## config.mk

```make
export PLATFORM = sky130hd
export DESIGN_NAME = alu_exec
export DESIGN_NICKNAME = d
export VERILOG_FILES = /design/src/rtl/alu_exec.sv
export SDC_FILE = /design/constraint.sdc
export NUM_CORES = 1
export LEC_CHECK = 0
export ABC_AREA = 1
export CAP_MARGIN = 40
export CORE_UTILIZATION = 35
export CTS_BUF_LIST = sky130_fd_sc_hd__clkbuf_2 sky130_fd_sc_hd__clkbuf_4 sky130_fd_sc_hd__clkbuf_8
export DETAILED_ROUTE_END_ITERATION = 7
export GPL_TIMING_DRIVEN = 0
export PLACE_DENSITY = 0.58
export SYNTH_ARGS = -nofsm -noshare
export SYNTH_HDL_FRONTEND = slang
export SYNTH_SLANG_ARGS = --single-unit
```

## constraint.sdc

```tcl
create_clock -name Clk -period 1.39 [get_ports Clk]
set_input_delay 0.139 -clock Clk [delete_from_list [all_inputs] [get_ports Clk]]
set_output_delay 0.139 -clock Clk [all_outputs]
set_load 0.01 [all_outputs]
```

## src/rtl/alu_exec.sv

```systemverilog
// ============================================================================
// Module   : alu_exec
// Brief    : Registered single-cycle ALU with an optional 32-iteration
//            shift-add multiplier enabled by macro ALU_ITER_MUL_EN.
// Revision : 1.0 - initial release
// ============================================================================
`default_nettype none

module alu_exec (
  input  logic        Clk,
  input  logic        Rst_n,
  input  logic        in_valid,
  input  logic [3:0]  ALUcon,
  input  logic        shift,
  input  logic [31:0] A,
  input  logic [31:0] B,
  input  logic [4:0]  shamt,
  output logic [31:0] result,
  output logic        zero,
  output logic        out_valid,
  output logic        busy
);

  localparam logic [3:0] c_op_add  = 4'b0000;
  localparam logic [3:0] c_op_sub  = 4'b0001;
  localparam logic [3:0] c_op_mul  = 4'b0010;
  localparam logic [3:0] c_op_ltz  = 4'b0011;
  localparam logic [3:0] c_op_gtz  = 4'b0100;
  localparam logic [3:0] c_op_lez  = 4'b0101;
  localparam logic [3:0] c_op_and  = 4'b1000;
  localparam logic [3:0] c_op_or   = 4'b1001;
  localparam logic [3:0] c_op_nor  = 4'b1010;
  localparam logic [3:0] c_op_xor  = 4'b1011;
  localparam logic [3:0] c_op_sll  = 4'b1100;
  localparam logic [3:0] c_op_srl  = 4'b1101;
  localparam logic [3:0] c_op_slt  = 4'b1110;

  logic        w_accept;
  logic        w_mul_start;
  logic        w_mul_last;
  logic [31:0] w_mul_res;
  logic [4:0]  w_sh_amt;
  logic [31:0] w_alu;

  assign w_accept = in_valid & ~busy;
  assign w_sh_amt = shift ? shamt : A[4:0];

  always_comb begin
    w_alu = 32'd0;
    case (ALUcon)
      c_op_add: w_alu = A + B;
      c_op_sub: w_alu = A - B;
      c_op_ltz: w_alu = {31'd0, ($signed(A) <  32'sd0)};
      c_op_gtz: w_alu = {31'd0, ($signed(A) >  32'sd0)};
      c_op_lez: w_alu = {31'd0, ($signed(A) <= 32'sd0)};
      c_op_and: w_alu = A & B;
      c_op_or:  w_alu = A | B;
      c_op_nor: w_alu = ~(A | B);
      c_op_xor: w_alu = A ^ B;
      c_op_sll: w_alu = B << w_sh_amt;
      c_op_srl: w_alu = B >> w_sh_amt;
      c_op_slt: w_alu = {31'd0, ($signed(A) < $signed(B))};
      default:  w_alu = 32'd0;
    endcase
  end

`ifdef ALU_ITER_MUL_EN
  typedef enum logic [1:0] {
    S_IDLE = 2'd0,
    S_MUL  = 2'd1,
    S_DONE = 2'd2
  } state_t;

  state_t      r_state;
  state_t      w_state_next;
  logic [4:0]  r_cnt;
  logic [31:0] r_acc;
  logic [31:0] r_mcand;
  logic [31:0] r_mplier;

  assign w_mul_start = w_accept & (ALUcon == c_op_mul);
  assign w_mul_last  = (r_state == S_MUL) && (r_cnt == 5'd31);
  assign w_mul_res   = r_acc + (r_mplier[0] ? r_mcand : 32'd0);
  assign busy        = (r_state == S_MUL);

  always_comb begin
    w_state_next = r_state;
    case (r_state)
      S_IDLE:  if (w_mul_start) w_state_next = S_MUL;
      S_MUL:   if (r_cnt == 5'd31) w_state_next = S_DONE;
      S_DONE:  w_state_next = w_mul_start ? S_MUL : S_IDLE;
      default: w_state_next = S_IDLE;
    endcase
  end

  always_ff @(posedge Clk or negedge Rst_n) begin
    if (!Rst_n) begin
      r_state <= S_IDLE;
    end else begin
      r_state <= w_state_next;
    end
  end

  // Multiplicand walks left, multiplier walks right; low 32 bits accumulate.
  always_ff @(posedge Clk or negedge Rst_n) begin
    if (!Rst_n) begin
      r_cnt    <= 5'd0;
      r_acc    <= 32'd0;
      r_mcand  <= 32'd0;
      r_mplier <= 32'd0;
    end else if (w_mul_start) begin
      r_cnt    <= 5'd0;
      r_acc    <= 32'd0;
      r_mcand  <= A;
      r_mplier <= B;
    end else if (r_state == S_MUL) begin
      r_cnt    <= r_cnt + 5'd1;
      r_acc    <= w_mul_res;
      r_mcand  <= {r_mcand[30:0], 1'b0};
      r_mplier <= {1'b0, r_mplier[31:1]};
    end
  end
`else
  assign w_mul_start = 1'b0;
  assign w_mul_last  = 1'b0;
  assign w_mul_res   = 32'd0;
  assign busy        = 1'b0;
`endif

  always_ff @(posedge Clk or negedge Rst_n) begin
    if (!Rst_n) begin
      result    <= 32'd0;
      zero      <= 1'b1;
      out_valid <= 1'b0;
    end else if (w_accept && !w_mul_start) begin
      result    <= w_alu;
      zero      <= (w_alu == 32'd0);
      out_valid <= 1'b1;
    end else if (w_mul_last) begin
      result    <= w_mul_res;
      zero      <= (w_mul_res == 32'd0);
      out_valid <= 1'b1;
    end else begin
      out_valid <= 1'b0;
    end
  end

endmodule

`default_nettype wire

```

## Word level (Yosys, flattened, before mapping)

Cells that the tools add are included.

| cells by class | value |
|---|---|
| divide/modulo/power cells | 0 |
| bitwise operators | 4 |
| $mul | 0 |
| add/subtract/negate cells | 2 |
| eq/ne operators | 11 |
| reductions and logical operators | 2 |
| multiplexer cells | 3 |
| $lt $le $gt $ge | 4 |
| shift operators | 2 |

Operators with widths:

| kind | number |
|---|---|
| $pmux 32 s12 | 1 |
| $add 32x32->32 | 1 |
| $and 32x32->32 | 1 |
| $gt 32x1->1 const B | 1 |
| $le 32x1->1 const B | 1 |
| $logic_not 32->1 | 1 |
| $lt 32x1->1 const B | 1 |
| $lt 32x32->1 | 1 |
| $not 32->32 | 1 |
| $or 32x32->32 | 1 |
| $shl 32x5->32 | 1 |
| $shr 32x5->32 | 1 |
| $sub 32x32->32 | 1 |
| $xor 32x32->32 | 1 |
| $eq 4x4->1 const B | 7 |
| $eq 4x3->1 const B | 2 |
| $mux 5 | 1 |
| $eq 4x1->1 const B | 1 |
| $eq 4x2->1 const B | 1 |
| $logic_not 4->1 | 1 |
| $mux 1 | 1 |

| word-level totals | value |
|---|---|
| memories kept | 0 |
| memory bits (writable) | 0 |
| bits in registers | 34 |
| latch bits | 0 |
| output and inout bits | 35 |
| ROM bits | 0 |
| input port bits | 77 |
| word-level logic and storage cells | 31 |

## Logic depth before layout (Yosys ltp)

Gate-level depths: netlist (run 1).

| depth | value |
|---|---|
| depth after elaboration | 4 |
| mapped depth | 23 |
| depth with buffers taken out | 22 |

## Least setup slack after synthesis (run 1)

Ideal clock, no wire load.

| path | value |
|---|---|
| path type | input to register |
| start | in B[20] |
| end | reg zero |
| data required time | 1.329 ns |
| library setup time | 0.061 ns |
| stages on the path | 20 |
| slack | -0.658 ns |
| arrival | 1.987 ns |
| path buffers | 1 |
| path through | inv_1 ha_1 buf_2 nor2_1 inv_1 nor2_1 nand2_1 nor2_1 nand2_1 nand3_1 nand2_1 nand3_1 nand2_1 nor2_1 nand2_1 nor2_1 nand2_1 nor2_1 nand3_1 nand2_1 |

| on the way | value |
|---|---|
| word-level cells in the longest chain between the ends | 4 |
| elaborated cells on any way between the ends | 11 |
| those cells by class | add/sub: 2; order compare: 1; shift: 2; mux: 1; bitwise: 4; reduce/logical: 1 |

Ends and longest elaborated chain:

| item | RTL line | RTL |
|---|---|---|
| start: declaration | 16 | `input logic [31:0] B,` |
| branches (longest 2 deep; another with $sub 32x32->32) | -- |  |
| $pmux 32 s12 (*) | 50 | `case (ALUcon)` |
| $logic_not 32->1 (*) | 137 | `zero <= (w_alu == 32'd0);` |
| end signal: assignment | 137 |  |
| end signal: assignment | 141 | `zero <= (w_mul_res == 32'd0);` |
| end: declaration | 19 | `output logic zero,` |

Mark *: on every way between the ends.
A chain may end at the register's enable or synchronous reset.

## Worst setup path after layout (run 1)

| path | value |
|---|---|
| start | in B[0] |
| end | reg zero |

The elaborated chain is that of the path after synthesis.

==> metrics.txt, run 1 <==
outcome=complete, but fails checks; failing checks=negative setup slack; Max Fclk=450.4 MHz; DR vias/cell=5.984; synth-to-layout area growth=71.56%; 1st-iter DRT viols=2326; R2R depth=2; Setup-failing EPs final=33; Max Slew Vio Count=0; Yosys reg bits=34; Post-synth top flop=dfrtp_1; Slowest-stage cell, CP=fa_2; # fillers=3131; Crit Path Class=in -> reg; ys async rst share=100.0%; synthesis warning total=0; static leakage=9.796 nW; critical-path cell list=buf_6 -> ha_4 -> fa_2 -> or2_4 -> a21oi_2 -> nand3_2 -> nor3_4 -> nand2_1 -> nor2_2 -> nand2_1 -> nor2_1 -> nand2_1 -> nor2_2 -> nand3_1 -> nand2_1; startpoint types=input pin; final WL=78140 µm; n_diodes=0; Final Hold Fails=0; utilization after layout=61.41%; worst endpoint required time=1620 ps; Die X=184.9 µm; worst min path class=in -> reg; crit-path max FO=5; I/O Pins=112; IO Port Bufs=109; PwrDens=574.2 nW/µm²; Avg WL per Cell=25.32 µm; Tcrit/Tclk final=159.7%; CP delay by family, top=simple AND/OR/NAND/NOR gates; RePlAce Congestion=1.074; Worst-Margin Slew=792.3 ps; Crit path buffers/inverters=1; Placed Instances=2894; Site Rows=66; reg2reg start=zero; Yosys cell types=41; hold_sp=ALUcon[2]; full die area=34180 µm²; hold depth=5; CTS Buffer Depth=2; core box area=32700 µm²; minimum clock period after layout=2220 ps; share of cells above drive strength 1=45.76%; Worst slew margin=47.18%; vias in the first global route=17150; Post-synth EDFFs=0; final non-filler cell total=3086; DRT Pass-1 Iters=6; R2R Setup Slk=660 ps; first-pass GRT wire length=111100 µm; Post-Syn Area=11700 µm²; CP most frequent cell=nand2_1; initial antenna violation count=2; CTS tree=done; Global Route Usage Sum=44.78%; largest net degree at the start of global routing=35; register area share after synthesis=7.280%; max-cap viol count=0; CTS buffer count=5; Post-Syn Instances=2342; most frequent cells in the layout=nand2_1 (534), nand3_1 (312), nand2_2 (194); post-synth net total=2517; post-DP HPWL=59450 µm; via count=18470; crit path DAT=2450 ps; RSZ-0062 raised after global routing=yes; Syn Area/Cell=4.998 µm²; TNS Setup=-14570 ps; gr ovfl total=0; most common cell after layout, fill and taps aside=nand2_1; Critical R2R Capture=zero; drt drc=0; htree depth=2; nets=2818; CTS root buf=clkbuf_8; worst skew pair latency=290 ps; Hold WS=463.4 ps; Routed Antenna Nets=0; clk slew on worst S/H paths=70 ps; Setup WS pre-CTS=-2292 ps; Crit. End Element=register; Starting Density=35.79%; hold endpoint=result[0]; Clock Skew=0 ps; Peak supply drop=0.5632 mV; setup ws final=-830.2 ps; Die H=184.9 µm; Worst path max stage delay=380 ps; CTS sink cnt=34
[Yosys cell counts (all sizes together), types with 29 or more instances]
master  instances  area share (%)
a21oi          78             3.3
buf            69             3.5
clkbuf         29            0.96
dfrtp          33             7.1
ha             96              10
inv           329              11
nand2         816              27
nand3         471              20
nand4          35             1.9
nor2          218             7.1
o21ai         104             4.6
[per-stage QoR]
step | instance area (µm²) | power (mW)
finish | 20080 | 11.53
global route | 20080 | 12.01
detailed placement | 14510 | 7.470
CTS | 18630 | 10.48
floorplan | 12860 | 5.061
global placement | 14510 | 7.477
[per-layer routing]
layer  GRT usage, %  vias up  wire (µm)
met5              0        -         23
met4          24.50        4       5372
met3          9.988      302       9621
met2          66.45     1321      31970
met1          59.64     8690      31150
li1               -     8150          -
[kinds of logic after synthesis]
group | share of synthesized area [%]
flops | 7.280
buf+inv | 15.18
simple gates | 57.02
compound gates | 9.888
other cells | 0.03204
fa+ha+maj | 10.60
[layout make-up]
class                      count  area (µm²)  share of cell area (%)
multi-input combinational   1878       13050                   64.98
timing repair buffer         313        2948                   14.68
inverter                     332        1498                   7.458
buffer                        79        1045                   5.203
sequential                    34       852.1                   4.243
tap                          442       553.0                   2.754
clock buffer                   5       68.82                  0.3427
clock inverter                 3       68.82                  0.3427
[state kept, by name, summed over array words and instances (netlist names)]
name       cells
result        32
out_valid      1
zero           1
[worst min-delay path: cells and delay by family]
family	cells	cell delay [ps]
and+or+nand+nor	3	350
buffers and inverters	1	150
AOI/OAI and AO/OA	1	70
[how the worst max path moves through the flow]
stage / start / endpoint / slack, ps / cells past startpoint
finish: B[0] / zero / -830 / 15
global route: B[10] / zero / -950 / 21
CTS: A[0] / zero / -740 / 22
detailed placement: A[0] / zero / -2290 / 19
global placement: A[0] / zero / -2270 / 19
floorplan: A[0] / zero / -570 / 21
[power by group]
part / leakage, nW / internal, mW / switching [mW] / total [mW]
registers: 0.440 / 1.11 / 0.0667 / 1.18
clock network: 0.0683 / 0.719 / 0.405 / 1.12
logic: 9.29 / 3.46 / 5.77 / 9.23
total: 9.80 / 5.29 / 6.24 / 11.5
[what timing repair did]
| action | 4_1_cts | 5_1_grt |
|---|---|---|
| setup endpoints to repair | 35 | 41 |
| cloned | 9 | 0 |
| hold endpoints to repair | 33 | 0 |
| buffers inserted | 155 | 39 |
| hold buffers | 1 | 0 |
| resized for setup | 1174 | 331 |
| pin swaps | 255 | 170 |
Note: power is estimated with default switching activity, not from simulation.
==> inputs of run 2 (changes only) <==
--- a/config.mk
+++ b/config.mk
@@ -7,11 +7,11 @@
 export LEC_CHECK = 0
 export ABC_AREA = 1
 export CAP_MARGIN = 40
-export CORE_UTILIZATION = 35
+export CORE_UTILIZATION = 50
 export CTS_BUF_LIST = sky130_fd_sc_hd__clkbuf_2 sky130_fd_sc_hd__clkbuf_4 sky130_fd_sc_hd__clkbuf_8
 export DETAILED_ROUTE_END_ITERATION = 7
 export GPL_TIMING_DRIVEN = 0
-export PLACE_DENSITY = 0.58
+export PLACE_DENSITY = 0.76
 export SYNTH_ARGS = -nofsm -noshare
 export SYNTH_HDL_FRONTEND = slang
 export SYNTH_SLANG_ARGS = --single-unit
==> metrics.txt, run 2 <==
outcome=stopped before the end; Failed at=5_1_grt; Halt Reason=[ERROR GRT-0232] Routing congestion too high. Check the congestion heatmap in the GUI.; I/O Pins=112 (unchanged); Post-Syn Area=11700 µm² (unchanged); cell taking the most area after synthesis=nand2_1; register area share after synthesis=7.280% (unchanged); Yosys cell types=41 (unchanged); Post-synth EDFFs=0 (unchanged); Syn Area/Cell=4.998 µm² (unchanged); worst setup endpoint GRT=zero$_DFFE_PN1P_/D; CTS root buf=clkbuf_8; post-synth net total=2517 (unchanged); Post-synth top flop=dfrtp_1; Die H=155.0 µm (-16%); Starting Density=51.39% (+16 points); top-count cell post-synth=nand2_1; synth top area cells=nand2_1 (26%), nand3_1 (20%), inv_1 (10%), ha_1 (10%), dfrtp_1 (7.1%); Placed Instances=2765 (-4.5%); Yosys reg bits=34 (unchanged); Commonest cells post-synth=nand2_1 (810), nand3_1 (471), inv_1 (321); htree depth=2 (unchanged); RePlAce Congestion=1.159 (+8.0%); Site Rows=55 (-17%); Global Route Usage Sum=92.36%; Post-Syn Instances=2342 (unchanged); post-DP HPWL=51080 µm (-14%); ys async rst share=100.0% (unchanged); Die X=155.0 µm (-16%); synthesis warning total=0 (unchanged); CTS Buffer Depth=2 (unchanged); top-area cell type share of the netlist area=25.98% (unchanged); CTS buffer count=5 (unchanged); Worst End Pin Type=register data pin; CTS sink cnt=34 (unchanged); largest net degree at the start of global routing=35; gr ovfl total=808; IO Port Bufs=109 (unchanged)
## run 2: cell counts after synthesis
No cell type changed its count.
## run 2: cells by family after synthesis
| kind of cell | synth area share, % |
|---|---|
| and+or+nand+nor | 57.02 |
| AOI/OAI and AO/OA | 9.888 |
| adders and majority gates | 10.60 |
| other | 0.03204 |
| DFF | 7.280 |
| buffers and inverters | 15.18 |
## run 2: metal layers
| layer | GRT overflow | global-route usage [%] |
|---|---|---|
| met5 | 4 | 57.97 |
| met4 | 216 | 96.75 |
| met3 | 43 | 79.72 |
| met2 | 509 | 107.8 |
| met1 | 36 | 89.06 |
## run 2: stage by stage
step	area [µm²]	setup WS (ps)	TNS [ps]	hold slack, ps
after CTS	17850	-721.5	-10690	383.7
after detailed placement	14350	-2141	-53240	230.7
after global placement	14340	-2088	-65620	465.0
after floorplan	12860	-567.9	-6742	-156.6
## run 2: timing repair
| action | CTS |
|---|---|
| hold buffers | 1 |
| endpoints found under the setup margin | 34 |
| setup buffers | 152 |
| endpoints found under the hold margin | 33 |
| pin swaps | 199 |
| gates resized for setup | 1024 |
| gates cloned | 8 |
==> RTL change 1, RTL diff (config.mk and constraints of run 1) <==
Add a define of `ALU_ITER_MUL_EN`.
--- a/src/rtl/alu_exec.sv
+++ b/src/rtl/alu_exec.sv
@@ -7,2 +7,4 @@
 `default_nettype none
+
+`define ALU_ITER_MUL_EN
 
Formal check against the unedited RTL: not equivalent (a bounded check fails within 4 cycles, from zero or initial values and one cycle with Rst_n low).
==> RTL change 1 against run 1 <==
  * Sequential power increased to 5.6 times the old value
  * Design area increased by 17%
  * Worst setup slack got worse by 0.71 ns
  * Combinational power increased by 64%
  * Critical endpoint unchanged
  * Core utilization decreased by 16 points
  * Synthesized area increased by 56%
  * Power increased by 120%
  * Sequential cell count increased by 103
  * Routed wire length increased by 31%
  * The flow still finishes with violations (negative setup slack)
==> RTL change 1: results (changes against run 1) <==
nets: 3658  # +30%
dr.pass1.iters: 5  # -1
finalSetupViolCount: 138  # +320%
drtIter0Drc: 2865  # +23%
synth.yosys.seq_area_share_pct: 18.8  # +12 points
cp.arrival_ns: 3.45  # +1.00 ns
globalRouteTotalUtil_pct: 37.8  # -7.0 points
post_cts_buffers: 75  # -52%
cts_resized: 549  # -53%
dp.cells: 4024  # +39%
slowest_delay_ns: 0.50  # +0.12 ns
antenna_found_initial: 0  # -2
synth_area_leaders: "nand2_1, dfrtp_1, nand3_1"
cp_slowest_cell: "dfrtp_2"
holdBufCountCts: 5  # +4
tns_ns: -91.66  # -77.09 ns
wl_per_cell_um: 24.6  # -2.7%
comb_power_share_pct: 59.9  # -20 points
power.switching_w: 0.0128  # +100%
io_buffers: 110  # +0.92%
crit_start: "r_mplier[0]$_DFFE_PN0P_"
syn_area_per_cell_um2: 5.64  # +13%
synth_cell_types: 46  # +12%
netlist_top_cells_count: "nand2_1, nand3_1, inv_1, nor2_1, dfrtp_1"
post_route_cells_drive_above_1_share_pct: 18.0  # -28 points
clk_latency_ns: 0.57  # +0.28 ns
synth-xor-area-share_pct: 1.20  # +1.2 points
place_hpwl_um: 82100  # +38%
ir_drop_uv: 579  # +2.8%
htree_levels: 4  # +2
routabilityCongestion: 1.08  # +0.57%
clkTransAtPathRegs_ns: 0.11  # +0.04 ns
worstMarginPinSlew_ns: 0.827  # +0.0351 ns
nFillCells: 5702  # +82%
finalWorstSetupSlack_ns: -1.54  # -0.706 ns
violations: "negative setup slack"
vias: 23611  # +28%
routed_wl_um: 102000  # +31%
ff2ff_path_depth: 17  # +15
p_leak_nw: 12.3  # +25%
status: "complete, but fails checks"
cts_made_buffers: 17  # +12
skew_ns: 0.0254  # +0.0254 ns
path_max_fanout: 6  # +1
synthAdderAreaFrac_pct: 9.38  # -1.2 points
powerClk_w: 0.00352  # +210%
synth_compound_area_share_pct: 13.0  # +3.1 points
grt_first_pass_wirelength_um: 146000  # +31%
[RTL change 1: how the worst min path moves through the flow]
stage                         start                     end  slack [ns]  cells past startpoint
3_5_place_dp                  Rst_n   r_acc[12]$_DFFE_PN0P_        0.25                      1
2_1_floorplan                 Rst_n     out_valid$_DFF_PN0_       -0.16                      0
5_1_grt                        A[3]  r_mcand[3]$_DFFE_PN0P_        0.06                      3
4_1_cts                        A[3]  r_mcand[3]$_DFFE_PN0P_       0.001                      3
6_report                       A[3]  r_mcand[3]$_DFFE_PN0P_        0.08                      3
3_3_place_gp   r_cnt[3]$_DFFE_PN0P_    r_cnt[3]$_DFFE_PN0P_        0.46                      1
[RTL change 1: per-layer routing]
metal | up-vias | wire [um] | global-route usage (%)
li1 | 10904 | - | -
met1 | 11101 | 41800 | 48.1
met2 | 1332 | 44800 | 59.4
met3 | 274 | 8450 | 6.91
met4 | 0 | 6960 | 22.2
met5 | - | 0 | 0
[RTL change 1: cell type report]
type / count / area [um2] / area share [%]
Antenna cell: 2 / 5.00 / 0.0214
Buffer: 128 / 940 / 4.01
Clock buffer: 18 / 248 / 1.06
Clock inverter: 14 / 136 / 0.582
Inverter: 452 / 1830 / 7.79
Multi-Input combinational cell: 2510 / 14100 / 60.4
Sequential cell: 137 / 3430 / 14.6
Tap cell: 680 / 851 / 3.63
Timing Repair Buffer: 200 / 1850 / 7.90
[RTL change 1: through the flow]
step / util [%] / area (um2) / total power [W] / setup slack, ns
6_report: 45.6 / 23400 / 0.0251 / -1.54
5_1_grt: 45.6 / 23400 / 0.0266 / -1.64
4_1_cts: 44.8 / 23000 / 0.0245 / -1.48
3_5_place_dp: 40.6 / 20800 / 0.0197 / -3.18
3_3_place_gp: 40.5 / 20800 / 0.0196 / -5.62
2_1_floorplan: - / 18900 / 0.0144 / -1.02
==> RTL change 2, RTL diff (settings of run 1) <==
Without the edit above. Register the inputs `in_valid`, `shift` and `shamt` before use, with the module's reset. The logic sees them one clock later. The other inputs are not delayed to match.
--- a/src/rtl/alu_exec.sv
+++ b/src/rtl/alu_exec.sv
@@ -37,2 +37,18 @@
 
+  logic in_valid_q;
+  logic shift_q;
+  logic [4:0] shamt_q;
+
+  always_ff @(posedge Clk or negedge Rst_n) begin
+    if (!Rst_n) begin
+      in_valid_q <= '0;
+      shift_q    <= '0;
+      shamt_q    <= '0;
+    end else begin
+      in_valid_q <= in_valid;
+      shift_q    <= shift;
+      shamt_q    <= shamt;
+    end
+  end
+
   logic        w_accept;
@@ -44,4 +60,4 @@
 
-  assign w_accept = in_valid & ~busy;
-  assign w_sh_amt = shift ? shamt : A[4:0];
+  assign w_accept = in_valid_q & ~busy;
+  assign w_sh_amt = shift_q ? shamt_q : A[4:0];
 
Formal check against the unedited RTL: not equivalent (a bounded check fails within 4 cycles, from zero or initial values and one cycle with Rst_n low).
==> RTL change 2 against run 1 <==
  * Die area shrank 2.8%
  * Worst setup slack worse by 0.55 ns
  * Design area is 17% lower
  * Hold slack worse by 0.31 ns
  * Critical path type is now register to register
  * Routed wire length is 2.8% lower
  * Final cell count decreased by 8.0%
  * Sequential share of layout area is 1.9 points higher
  * Power shrank 11%
  * Synthesized area fell by 2.8%
  * Register-to-register slack lost 2.0 ns
  * Sequential cell count is 7 higher
  * Largest cell class unchanged
  * Non-clock buffer count down 100
  * The flow still finishes with violations (negative setup slack)
  * Sequential power is 19% higher
  * Via count is 7.3% lower
==> RTL change 2: results (changes against run 1) <==
status: "complete, but fails checks"
violations: "negative setup slack"
via_per_inst: 6.03  # +0.71%
synth.yosys.seq_area_share_pct: 9.03  # +1.8 points
grt_pass1_vias: 15942  # -7.0%
vias: 17110  # -7.3%
clk_latency_ns: 0.36  # +0.07 ns
gr-usage-met2_pct: 65.1  # -1.4 points
post_route_cells_drive_above_1_share_pct: 29.3  # -16 points
min_path_type: "input port to async pin"
routabilityCongestion: 1.10  # +2.7%
wl_met3_um: 10300  # +6.9%
wl_met2_um: 30100  # -5.9%
place_hpwl_um: 61100  # +2.8%
ff2ff_path_depth: 14  # +12
cp.arrival_ns: 3.06  # +0.61 ns
tns_ns: -32.28  # -17.72 ns
clkTransAtPathRegs_ns: 0.12  # +0.05 ns
globalRouteTotalUtil_pct: 45.1  # +0.34 points
ir_drop_uv: 363  # -35%
power.internal_w: 0.00458  # -13%
slew_headroom_pct: 42.4  # -4.8 points
synthAdderAreaFrac_pct: 10.9  # +0.31 points
synth_cell_types: 49  # +20%
synth_mux_area_share_pct: 0.0880  # +0.088 points
finalWorstSetupSlack_ns: -1.38  # -0.555 ns
synth_compound_area_share_pct: 12.4  # +2.5 points
post_cts_buffers: 65  # -58%
dp_slack_ns: -2.47  # -0.179 ns
path_class: "register to register"
finalSetupViolCount: 33  # unchanged
path_max_fanout: 10  # +5
synth-xor-area-share_pct: 0.0770  # +0.077 points
use_met1_pct: 60.7  # +1.0 points
grt_first_pass_wirelength_um: 108000  # -2.7%
crit_start: "shift_q$_DFF_PN0_"
drtIter0Drc: 2093  # -10%
cts_resized: 628  # -47%
synth_top_area_share_pct: 22.4  # -3.5 points
routed_wl_um: 76000  # -2.8%
io_buffers: 110  # +0.92%
grt_util_met3_pct: 14.5  # +4.5 points
wl_met1_um: 31100  # -0.23%
nets: 2578  # -8.5%
reg_top3: "result: 32 flops, shamt_q: 5 flops"
p_leak_nw: 8.23  # -16%
skew_ns: 0.0344  # +0.0344 ns
syn_area_per_cell_um2: 5.17  # +3.5%
dp.cells: 2747  # -5.1%
## RTL change 2: cell count changes after synthesis, moves of 15 or more
cell,run 1,this run
nand2_1,810,680
inv_1,321,253
a21oi_1,78,99
clkbuf_1,26,44
buf_2,48,33
## RTL change 2: power groups by stage
stage | Clock [W] | Sequential, W | Combinational, W
after floorplan | 0 | 0.00147 | 0.00324
after global placement | 0 | 0.00142 | 0.00575
after detailed placement | 0 | 0.00142 | 0.00573
after CTS | 0.00129 | 0.00140 | 0.00690
after global routing | 0.00132 | 0.00141 | 0.00798
final | 0.00129 | 0.00140 | 0.00761
## RTL change 2: cell type report
class | instances | area (um2)
fill | 3364 | 15200
multi-input combinational | 1807 | 11100
timing repair buffer | 197 | 1880
sequential | 41 | 1030
inverter | 256 | 1010
buffer | 95 | 887
tap | 435 | 544
clock buffer | 5 | 68.8
clock inverter | 3 | 68.8
